### config.mk
export PLATFORM = sky130hd
export DESIGN_NAME = aes_key_schedule_flat
export DESIGN_NICKNAME = d
export VERILOG_FILES = /design/src/rtl/aes_key_schedule_if.sv /design/src/rtl/aes_key_schedule.sv /design/src/flat_wrapper.sv
export SDC_FILE = /design/constraint.sdc
export NUM_CORES = 2
export LEC_CHECK = 0
export CELL_PAD_IN_SITES_DETAIL_PLACEMENT = 1
export CELL_PAD_IN_SITES_GLOBAL_PLACEMENT = 1
export CORE_MARGIN = 8
export CORE_UTILIZATION = 48
export DETAILED_ROUTE_END_ITERATION = 10
export GPL_TIMING_DRIVEN = 0
export HOLD_SLACK_MARGIN = 0.02
export PLACE_DENSITY = 0.86
export SLEW_MARGIN = 20
export SYNTH_ARGS = -nofsm -noshare
export SYNTH_HDL_FRONTEND = slang
export SYNTH_SLANG_ARGS = --single-unit
### constraint.sdc
create_clock -name clk -period 20 [get_ports clk]
set_input_delay 2 -clock clk [delete_from_list [all_inputs] [get_ports clk]]
set_output_delay 2 -clock clk [all_outputs]
set_load 0.05 [all_outputs]
### src/rtl/aes_key_schedule_if.sv
// rtl/aes_key_schedule_if.sv - round key handshake bundle between key schedule and AddRoundKey
// The decrypt request line exists only when AES_KEY_SCHED_DECRYPT_EN is defined.
interface aes_key_schedule_if #(
  parameter int KW = 128
);
  logic          start;
  logic [KW-1:0] key_in;
  logic          rk_ready;
  logic [KW-1:0] round_key;
  logic [3:0]    round_idx;
  logic          rk_valid;
  logic          busy;
  logic          done;
`ifdef AES_KEY_SCHED_DECRYPT_EN
  logic          decrypt;
`endif

  modport master (
`ifdef AES_KEY_SCHED_DECRYPT_EN
    output decrypt,
`endif
    output start, key_in, rk_ready,
    input  round_key, round_idx, rk_valid, busy, done
  );

  modport slave (
`ifdef AES_KEY_SCHED_DECRYPT_EN
    input  decrypt,
`endif
    input  start, key_in, rk_ready,
    output round_key, round_idx, rk_valid, busy, done
  );
endinterface

### src/rtl/aes_key_schedule.sv
// rtl/aes_key_schedule.sv - iterative AES-128 key expansion emitting round keys 0..NR on valid/ready
// Define AES_KEY_SCHED_DECRYPT_EN to add reverse-order emission (round NR down to 0).
module aes_key_schedule #(
  parameter int word_size  = 8,
  parameter int array_size = 16,
  parameter int NR         = 10
) (
  input  logic              clk,
  input  logic              rst,
  aes_key_schedule_if.slave ks
);
  localparam int         KW     = word_size * array_size;
  localparam logic [3:0] NR_IDX = 4'(NR);

`ifdef AES_KEY_SCHED_DECRYPT_EN
  typedef enum logic [1:0] {S_IDLE, S_EMIT, S_PREP} state_t;
`else
  typedef enum logic [1:0] {S_IDLE, S_EMIT} state_t;
`endif

  function automatic logic [7:0] xtime(input logic [7:0] a);
    return {a[6:0], 1'b0} ^ (a[7] ? 8'h1b : 8'h00);
  endfunction

  function automatic logic [7:0] gf_mul(input logic [7:0] a, input logic [7:0] b);
    logic [7:0] p;
    logic [7:0] x;
    p = 8'h00;
    x = a;
    for (int i = 0; i < 8; i++) begin
      if (b[i]) p = p ^ x;
      x = xtime(x);
    end
    return p;
  endfunction

  // S-box: multiplicative inverse as a^254 (maps 0 to 0), then the affine transform.
  function automatic logic [7:0] sbox(input logic [7:0] a);
    logic [7:0] sq;
    logic [7:0] inv;
    sq  = gf_mul(a, a);
    inv = sq;
    for (int i = 0; i < 6; i++) begin
      sq  = gf_mul(sq, sq);
      inv = gf_mul(inv, sq);
    end
    return inv ^ {inv[6:0], inv[7]} ^ {inv[5:0], inv[7:6]} ^ {inv[4:0], inv[7:5]}
               ^ {inv[3:0], inv[7:4]} ^ 8'h63;
  endfunction

  function automatic logic [31:0] sub_rot(input logic [31:0] w);
    return {sbox(w[23:16]), sbox(w[15:8]), sbox(w[7:0]), sbox(w[31:24])};
  endfunction

  function automatic logic [7:0] rcon(input logic [3:0] r);
    case (r)
      4'd1: return 8'h01;  4'd2: return 8'h02;  4'd3: return 8'h04;  4'd4:  return 8'h08;
      4'd5: return 8'h10;  4'd6: return 8'h20;  4'd7: return 8'h40;  4'd8:  return 8'h80;
      4'd9: return 8'h1b;  4'd10: return 8'h36;
      default: return 8'h00;
    endcase
  endfunction

  function automatic logic [127:0] fwd_key(input logic [127:0] k, input logic [7:0] rc);
    logic [31:0] w0, w1, w2, w3;
    {w0, w1, w2, w3} = k;
    w0 = w0 ^ sub_rot(w3) ^ {rc, 24'h0};
    w1 = w1 ^ w0;
    w2 = w2 ^ w1;
    w3 = w3 ^ w2;
    return {w0, w1, w2, w3};
  endfunction

  // Undo fwd_key: recover w3..w1 first, since the old w3 feeds the w0 term.
  function automatic logic [127:0] inv_key(input logic [127:0] k, input logic [7:0] rc);
    logic [31:0] w0, w1, w2, w3;
    {w0, w1, w2, w3} = k;
    w3 = w3 ^ w2;
    w2 = w2 ^ w1;
    w1 = w1 ^ w0;
    w0 = w0 ^ sub_rot(w3) ^ {rc, 24'h0};
    return {w0, w1, w2, w3};
  endfunction

  state_t        state_q;
  logic [KW-1:0] round_key_q;
  logic [3:0]    round_idx_q;
  logic          rk_valid_q;
  logic          busy_q;
  logic          done_q;
`ifdef AES_KEY_SCHED_DECRYPT_EN
  logic          dec_q;
`endif

  logic [KW-1:0] fwd_key_d;
  logic [KW-1:0] step_key_d;
  logic [3:0]    step_idx_d;
  logic          last_d;

  always_comb begin
    fwd_key_d  = fwd_key(round_key_q, rcon(round_idx_q + 4'd1));
    step_key_d = fwd_key_d;
    step_idx_d = round_idx_q + 4'd1;
    last_d     = (round_idx_q == NR_IDX);
`ifdef AES_KEY_SCHED_DECRYPT_EN
    if (dec_q) begin
      step_key_d = inv_key(round_key_q, rcon(round_idx_q));
      step_idx_d = round_idx_q - 4'd1;
      last_d     = (round_idx_q == 4'd0);
    end
`endif
  end

  always_ff @(posedge clk or negedge rst) begin
    if (!rst) begin
      state_q     <= S_IDLE;
      round_key_q <= '0;
      round_idx_q <= 4'd0;
      rk_valid_q  <= 1'b0;
      busy_q      <= 1'b0;
      done_q      <= 1'b0;
`ifdef AES_KEY_SCHED_DECRYPT_EN
      dec_q       <= 1'b0;
`endif
    end else begin
      done_q <= 1'b0;
      case (state_q)
        S_IDLE: begin
          if (ks.start) begin
            round_key_q <= ks.key_in;
            round_idx_q <= 4'd0;
            busy_q      <= 1'b1;
`ifdef AES_KEY_SCHED_DECRYPT_EN
            dec_q <= ks.decrypt;
            if (ks.decrypt) begin
              state_q <= S_PREP;
            end else begin
              rk_valid_q <= 1'b1;
              state_q    <= S_EMIT;
            end
`else
            rk_valid_q <= 1'b1;
            state_q    <= S_EMIT;
`endif
          end
        end
`ifdef AES_KEY_SCHED_DECRYPT_EN
        // Walk forward to the last round key before emitting in reverse.
        S_PREP: begin
          round_key_q <= fwd_key_d;
          round_idx_q <= round_idx_q + 4'd1;
          if (round_idx_q == NR_IDX - 4'd1) begin
            rk_valid_q <= 1'b1;
            state_q    <= S_EMIT;
          end
        end
`endif
        S_EMIT: begin
          if (ks.rk_ready) begin
            if (last_d) begin
              rk_valid_q <= 1'b0;
              busy_q     <= 1'b0;
              done_q     <= 1'b1;
              state_q    <= S_IDLE;
            end else begin
              round_key_q <= step_key_d;
              round_idx_q <= step_idx_d;
            end
          end
        end
        default: state_q <= S_IDLE;
      endcase
    end
  end

  assign ks.round_key = round_key_q;
  assign ks.round_idx = round_idx_q;
  assign ks.rk_valid  = rk_valid_q;
  assign ks.busy      = busy_q;
  assign ks.done      = done_q;
endmodule

### src/flat_wrapper.sv
// flat-port wrapper written by rule: the top's interface ports become plain ports
module aes_key_schedule_flat 
#(
  parameter int word_size  = 8,
  parameter int array_size = 16,
  parameter int NR         = 10
)
  (clk, rst, ks_start, ks_key_in, ks_rk_ready, ks_round_key, ks_round_idx, ks_rk_valid, ks_busy, ks_done);
  aes_key_schedule_if ks_i ();
  input  logic clk;
  input  logic rst;
  input wire logic [$bits(ks_i.start)-1:0] ks_start;
  input wire logic [$bits(ks_i.key_in)-1:0] ks_key_in;
  input wire logic [$bits(ks_i.rk_ready)-1:0] ks_rk_ready;
  output wire logic [$bits(ks_i.round_key)-1:0] ks_round_key;
  output wire logic [$bits(ks_i.round_idx)-1:0] ks_round_idx;
  output wire logic [$bits(ks_i.rk_valid)-1:0] ks_rk_valid;
  output wire logic [$bits(ks_i.busy)-1:0] ks_busy;
  output wire logic [$bits(ks_i.done)-1:0] ks_done;
  assign ks_i.start = ks_start;
  assign ks_i.key_in = ks_key_in;
  assign ks_i.rk_ready = ks_rk_ready;
  assign ks_round_key = ks_i.round_key;
  assign ks_round_idx = ks_i.round_idx;
  assign ks_rk_valid = ks_i.rk_valid;
  assign ks_busy = ks_i.busy;
  assign ks_done = ks_i.done;
  aes_key_schedule #(.word_size(word_size), .array_size(array_size), .NR(NR)) u_core (.clk(clk), .rst(rst), .ks(ks_i));
endmodule
# Yosys cells after proc, flatten, opt, wreduce, memory -nomap -nowiden
# Memories as Yosys holds them, arrays and structs flattened.
# Index checks and enable logic that the tools add are counted.
# word_totals
regBits,136
mem_bits_ro,128
word_cells,1514
in_bits,132
n_memories,1
output_inout_bits,135
# classes
eq_ne,6
bitwise_logic,725
addsub,1
n_mux,771
n_reduce_logical,5
# memory_table
name,words,width,rd,rd_clocked_by_memory_dff,write_ports,line,source
(no name shown),16,8,1,0,0,aes_key_schedule.sv:56,case (r)
# ops
op,n
8-bit XOR,716
8-bit 2-to-1 mux,416
5-bit 2-to-1 mux,336
128-bit 2-to-1 mux,3
128-bit case mux with 2 select lines,1
32-bit XOR,5
4-bit inverter,4
4-bit 2-to-1 mux,3
4-bit case mux with 2 select lines,1
4-bit AND reduction,2
1-bit 2-to-1 mux,6
2-bit 2-to-1 mux,3
2-bit != test (second input constant),3
4-bit by 1-bit adder with 4-bit output (second input constant),1
4-bit equality test (second input constant),1
2-bit case mux with 2 select lines,1
3-bit AND reduction,1
2-bit by 1-bit equality test with 1-bit output (second input constant),1
2-bit logical NOT,1
2-bit by 1-bit != test with 1-bit output (second input constant),1
1-bit case mux with 2 select lines,1
2-bit nonzero test,1

# Longest topological paths before layout
# logic_depth
ltp_word,140
mapped_depth,66
depth_no_buf,57

# Worst setup path before layout
# OpenSTA, ideal clock, no wires.
# synth_timing
kind,reg-to-reg
startpoint,register u_core.round_key_q[23] (netlist: u_core.ks.round_key[23])
endpoint,register u_core.round_key_q[56] (netlist: u_core.ks.round_key[56])
setup_ns,0.118
n_path_buf,7
setup_slack_ns,4.464
stages_incl_launch_ff,60
t_arrival_ns,15.418
synth_period_minus_slack_ns,15.536
t_required_ns,19.882
cell_sequence,dfrtp_1 ha_1 buf_2 xnor2_1 a211o_1 nand2_1 inv_1 ha_1 inv_1 xnor3_1 mux2i_2 xor2_1 inv_2 ha_1 buf_1 xnor2_1 nand2_1 xnor2_1 (+24 left out) a31oi_1 a211oi_1 nand3b_1 and4_1 o21ai_0 xnor2_4 xnor3_2 xor2_1 nor2b_1 o32ai_1 xnor3_1 xnor2_1 xor2_1 xor3_2 xor3_1 xnor2_1 a21oi_1 a21o_1
# synth_between
elab_chain_len,136
elab_cells_between_ends,371
classes_between,mux: 187; bitwise: 184
# synth_lines
item,line,source
start: declaration,aes_key_schedule.sv:86,logic [KW-1:0] round_key_q;
start signal: assignment,aes_key_schedule.sv:130,round_key_q <= ks.key_in;
start signal: assignment,aes_key_schedule.sv:166,round_key_q <= step_key_d;
5-bit 2-to-1 mux / 8-bit 2-to-1 mux (equally long branches),"aes_key_schedule.sv:22, aes_key_schedule.sv:31",
"8-bit XOR, on equally long branches","aes_key_schedule.sv:22, aes_key_schedule.sv:31",
8-bit XOR / 8-bit 2-to-1 mux (equally long branches),aes_key_schedule.sv:31,if (b[i]) p = p ^ x;
8-bit 2-to-1 mux / 8-bit XOR (equally long branches),aes_key_schedule.sv:31,
8-bit XOR / 8-bit 2-to-1 mux (equally long branches),aes_key_schedule.sv:31,
8-bit 2-to-1 mux / 8-bit XOR (equally long branches),aes_key_schedule.sv:31,
8-bit XOR / 8-bit 2-to-1 mux (equally long branches),aes_key_schedule.sv:31,
8-bit 2-to-1 mux / 8-bit XOR (equally long branches),aes_key_schedule.sv:31,
(+119 left out),-,
8-bit XOR (*),aes_key_schedule.sv:48,"^ {inv[3:0], inv[7:4]} ^ 8'h63;"
4-bit inverter (no source line) (*),-,
32-bit XOR (*) (2 in series),aes_key_schedule.sv:67,"w0 = w0 ^ sub_rot(w3) ^ {rc, 24'h0};"
32-bit XOR (*),aes_key_schedule.sv:68,w1 = w1 ^ w0;
32-bit XOR (*),aes_key_schedule.sv:69,w2 = w2 ^ w1;
128-bit 2-to-1 mux (*),aes_key_schedule.sv:160,if (last_d) begin
128-bit 2-to-1 mux (*),aes_key_schedule.sv:159,if (ks.rk_ready) begin
128-bit case mux with 2 select lines (*),aes_key_schedule.sv:127,case (state_q)
# Every way passes the cells marked *; elsewhere a longest branch is shown, timed or not. The select of a mux whose other input is x is not followed.
# A chain may end at the register's enable or synchronous reset.

# Final worst setup path
# layout_timing
startpoint,register u_core.round_key_q[16] (netlist: u_core.ks.round_key[16])
endpoint,register u_core.round_key_q[61] (netlist: u_core.ks.round_key[61])
# layout_between
elab_chain_len,136
elab_cells_between_ends,368
classes_between,mux: 184; bitwise: 184
# layout_lines
item,line
8-bit 2-to-1 mux,aes_key_schedule.sv:31
8-bit XOR,aes_key_schedule.sv:31
8-bit 2-to-1 mux,aes_key_schedule.sv:31
8-bit XOR,aes_key_schedule.sv:31
8-bit 2-to-1 mux,aes_key_schedule.sv:31
8-bit XOR,aes_key_schedule.sv:31
8-bit 2-to-1 mux,aes_key_schedule.sv:31
8-bit XOR,aes_key_schedule.sv:31
(+119 left out),-
8-bit XOR (*),aes_key_schedule.sv:48
4-bit inverter (no source line) (*),-
32-bit XOR (*) (2 in series),aes_key_schedule.sv:67
32-bit XOR (*),aes_key_schedule.sv:68
32-bit XOR (*),aes_key_schedule.sv:69
128-bit 2-to-1 mux (*),aes_key_schedule.sv:160
128-bit 2-to-1 mux (*),aes_key_schedule.sv:159
128-bit case mux with 2 select lines (*),aes_key_schedule.sv:127
# Marked as above.

==> reports/results.ini <==
[cts]
hold_buffers = 0
clk_pin_slew_ns = 0.07
cts_made_buffers = 17
clock_path_buffers = 2
clock_sinks = 134
clkLatencyLatePin_ns = 0.51
htree_levels = 4
cts_tree = yes
root_buffer = clkbuf_16

[floorplan]
die_y_um = 378
io_pins = 267
row_count = 132
die_area_sq_mm = 0.143
die_x_um = 378
design.core.area_sq_mm = 0.130
start_util = 0.484

[yosys]
synth-seq-cells = 134
synth_edf_count = 0
seq_area_frac_synth = 0.0534
yosys.area.top_type = xnor2_1
yosys.cell_types.count = 117
synthTopCellsByArea = xnor2_1 (23%), xnor3_1 (12%), nor2_1 (6.9%)
synthCells = 8359
synth_nets = 8515
async_reset_ff_frac = 1.00
yosys_warnings = 0
synth_ff_type = dfrtp_1
netlist_area_sq_mm = 0.0628
syn_avg_cell_area_sq_um = 7.51
yosysTopAreaCellShare = 0.234

[global_route]
gr-total-overflow = 0
met3_usage = 0.0906
grt_use_total = 0.355
grt.met1_usage = 0.471
antenna_found_initial = 22
grt_max_degree = 71
grt_pass1_vias = 66792
grt-busiest-layer = met2
grt_pass1_wl_um = 404000
grt_use_met2 = 0.549

[cells_and_area]
most-common-layout-cells = xnor2_1 (1621), nor2_1 (1160), nand2_1 (881)
nNetsFinal = 8807
final_common_cell = xnor2_1
fillCellCount = 16385
drive_gt1_frac = 0.0620
fin_util = 0.532
fin_area_sq_mm = 0.0690
syn_to_final_growth_pct = 9.92

[worst_setup_path]
slowest_delay_ns = 0.60
reg2reg_from = u_core.ks.round_key[16]$_DFFE_PN0P_
cp-start-kind = register
cpMostUsedCell = xnor2_1
cp_max_fo = 10
cp_slowest_cell = xnor3_1
rr_endpoint = u_core.ks.round_key[61]$_DFFE_PN0P_
worstRegToRegCells = 61
worst-setup-path-type = reg -> reg
critPathArrivalTime_ns = 19.73
rrSetupSlack_ns = 0.63
cp.required_ns = 20.35
end_kind = register

[timing]
skew_ns = 0.0250
slew_headroom = 0.165
setup_viol = 0
worst_slew_pin_slew_ns = 1.25
timing.hold.ws_ns = 0.545
fin_crit_ns = 19.37
rsz0062_at_grt = true
slew_violations = 0
max_freq_mhz = 51.6
hold_violations = 0
finalCritPeriodShare = 0.969

[placement]
post_dp_cell_area_sq_mm = 0.0677
gp_congestion = 1.00
hpwl_um = 210000
port_buffers = 265

[routing]
drtPass1Iterations = 6
drt-wirelength-per-cell_um = 25.7
dr.first_iter.drc_count = 6703
drc = 0
wirelength_um = 268000
vias = 66573
postRouteAntennaNets = 0
vias_per_cell = 6.39

[flow_run]
cap_violations = 0

[min_path]
hp-start = u_core.ks.round_key[76]$_DFFE_PN0P_
min_path_type = reg -> reg
min_to = u_core.ks.round_key[76]$_DFFE_PN0P_
holdPathStages = 2

[outcome]
status = finished, final reports clean

[flip-flops by register name, summed over array words and instances, names as in the netlist]
name and cells:
u_core.ks.round_key 128, u_core.ks.round_idx 4, u_core.ks.done 1, u_core.state_q 1
[metal layers]
| layer | wire [um] | vias up |
|---|---|---|
| li1 | - | 29388 |
| met1 | 110000 | 33220 |
| met2 | 116000 | 3261 |
| met3 | 28400 | 686 |
| met4 | 12800 | 18 |
| met5 | 103 | - |
[worst max-delay path, delay by kind of cell, from the launching register on]
family,cells,cell delay [ns]
xor gates and xnor gates,18,5.95
buffers and inverters,12,3.86
and+or+nand+nor,13,3.43
AOI/OAI and AO/OA,9,2.93
muxes,6,1.65
adders and majority gates,3,0.95
DFF,1,0.43
[synth_stat cells (all sizes together), types with 61 or more instances]
| master | number |
|---|---|
| nor3 | 208 |
| a21oi | 458 |
| buf | 180 |
| xnor2 | 1761 |
| nand2 | 881 |
| inv | 87 |
| a31oi | 76 |
| a211oi | 93 |
| nand3 | 228 |
| dfrtp | 134 |
| xnor3 | 349 |
| o21ai | 445 |
| xor2 | 486 |
| mux2i | 237 |
| nand2b | 65 |
| nor2 | 1167 |
| clkbuf | 372 |
| o22ai | 138 |
| o211ai | 61 |
[area by class of cell]
type                       count  area [sq um]  share of cell area
clock buffer                  19           443             0.00642
inverter                     100           379             0.00549
tap                         1742          2180              0.0316
sequential                   134          3350              0.0486
clock inverter                13           124             0.00180
timing repair buffer         275          2750              0.0399
buffer                       550          2340              0.0339
antenna                       11          27.5            0.000399
multi-input combinational   7573         57400               0.832
[worst max path at each step]
| stage | from | end | slack [ns] | cells past startpoint |
|---|---|---|---|---|
| after CTS | u_core.ks.round_key[30]$_DFFE_PN0P_ | u_core.ks.round_key[7]$_DFFE_PN0P_ | 0.009 | 61 |
| final | u_core.ks.round_key[16]$_DFFE_PN0P_ | u_core.ks.round_key[61]$_DFFE_PN0P_ | 0.63 | 61 |
| after detailed placement | u_core.ks.round_key[15]$_DFFE_PN0P_ | u_core.ks.round_key[51]$_DFFE_PN0P_ | -0.67 | 59 |
| after global routing | u_core.ks.round_key[22]$_DFFE_PN0P_ | u_core.ks.round_key[61]$_DFFE_PN0P_ | -0.16 | 61 |
| after global placement | u_core.ks.round_key[15]$_DFFE_PN0P_ | u_core.ks.round_key[51]$_DFFE_PN0P_ | -0.35 | 59 |
| after floorplan | u_core.ks.round_key[23]$_DFFE_PN0P_ | u_core.ks.round_key[56]$_DFFE_PN0P_ | 4.46 | 59 |
[repair_timing]
item                       in CTS  in global routing
buffers inserted                0                  9
resized for setup              16                 91
pin swaps                       0                  4
setup endpoints to repair      36                128
[per-stage QoR]
stage                     setup TNS [ns]  setup slack (ns)  std cells
final                                  0             0.626      10417
after global placement             -1.41            -0.352      10366
after floorplan                        0              4.46       8359
after detailed placement           -9.94            -0.674      10367
after global routing              -0.175            -0.159      10410
after CTS                              0           0.00881      10399
[kinds of logic after synthesis]
family	count (synthesis)	synth area share
buffers and inverters	652	0.0428
xor gates and xnor gates	2653	0.476
DFF	134	0.0534
and+or+nand+nor	2872	0.199
muxes	281	0.0468
adders and majority gates	27	0.00526
AOI/OAI and AO/OA	1740	0.177
Power is not shown: default switching activity piles up to over one toggle a cycle in this logic, so the estimate is an artifact.
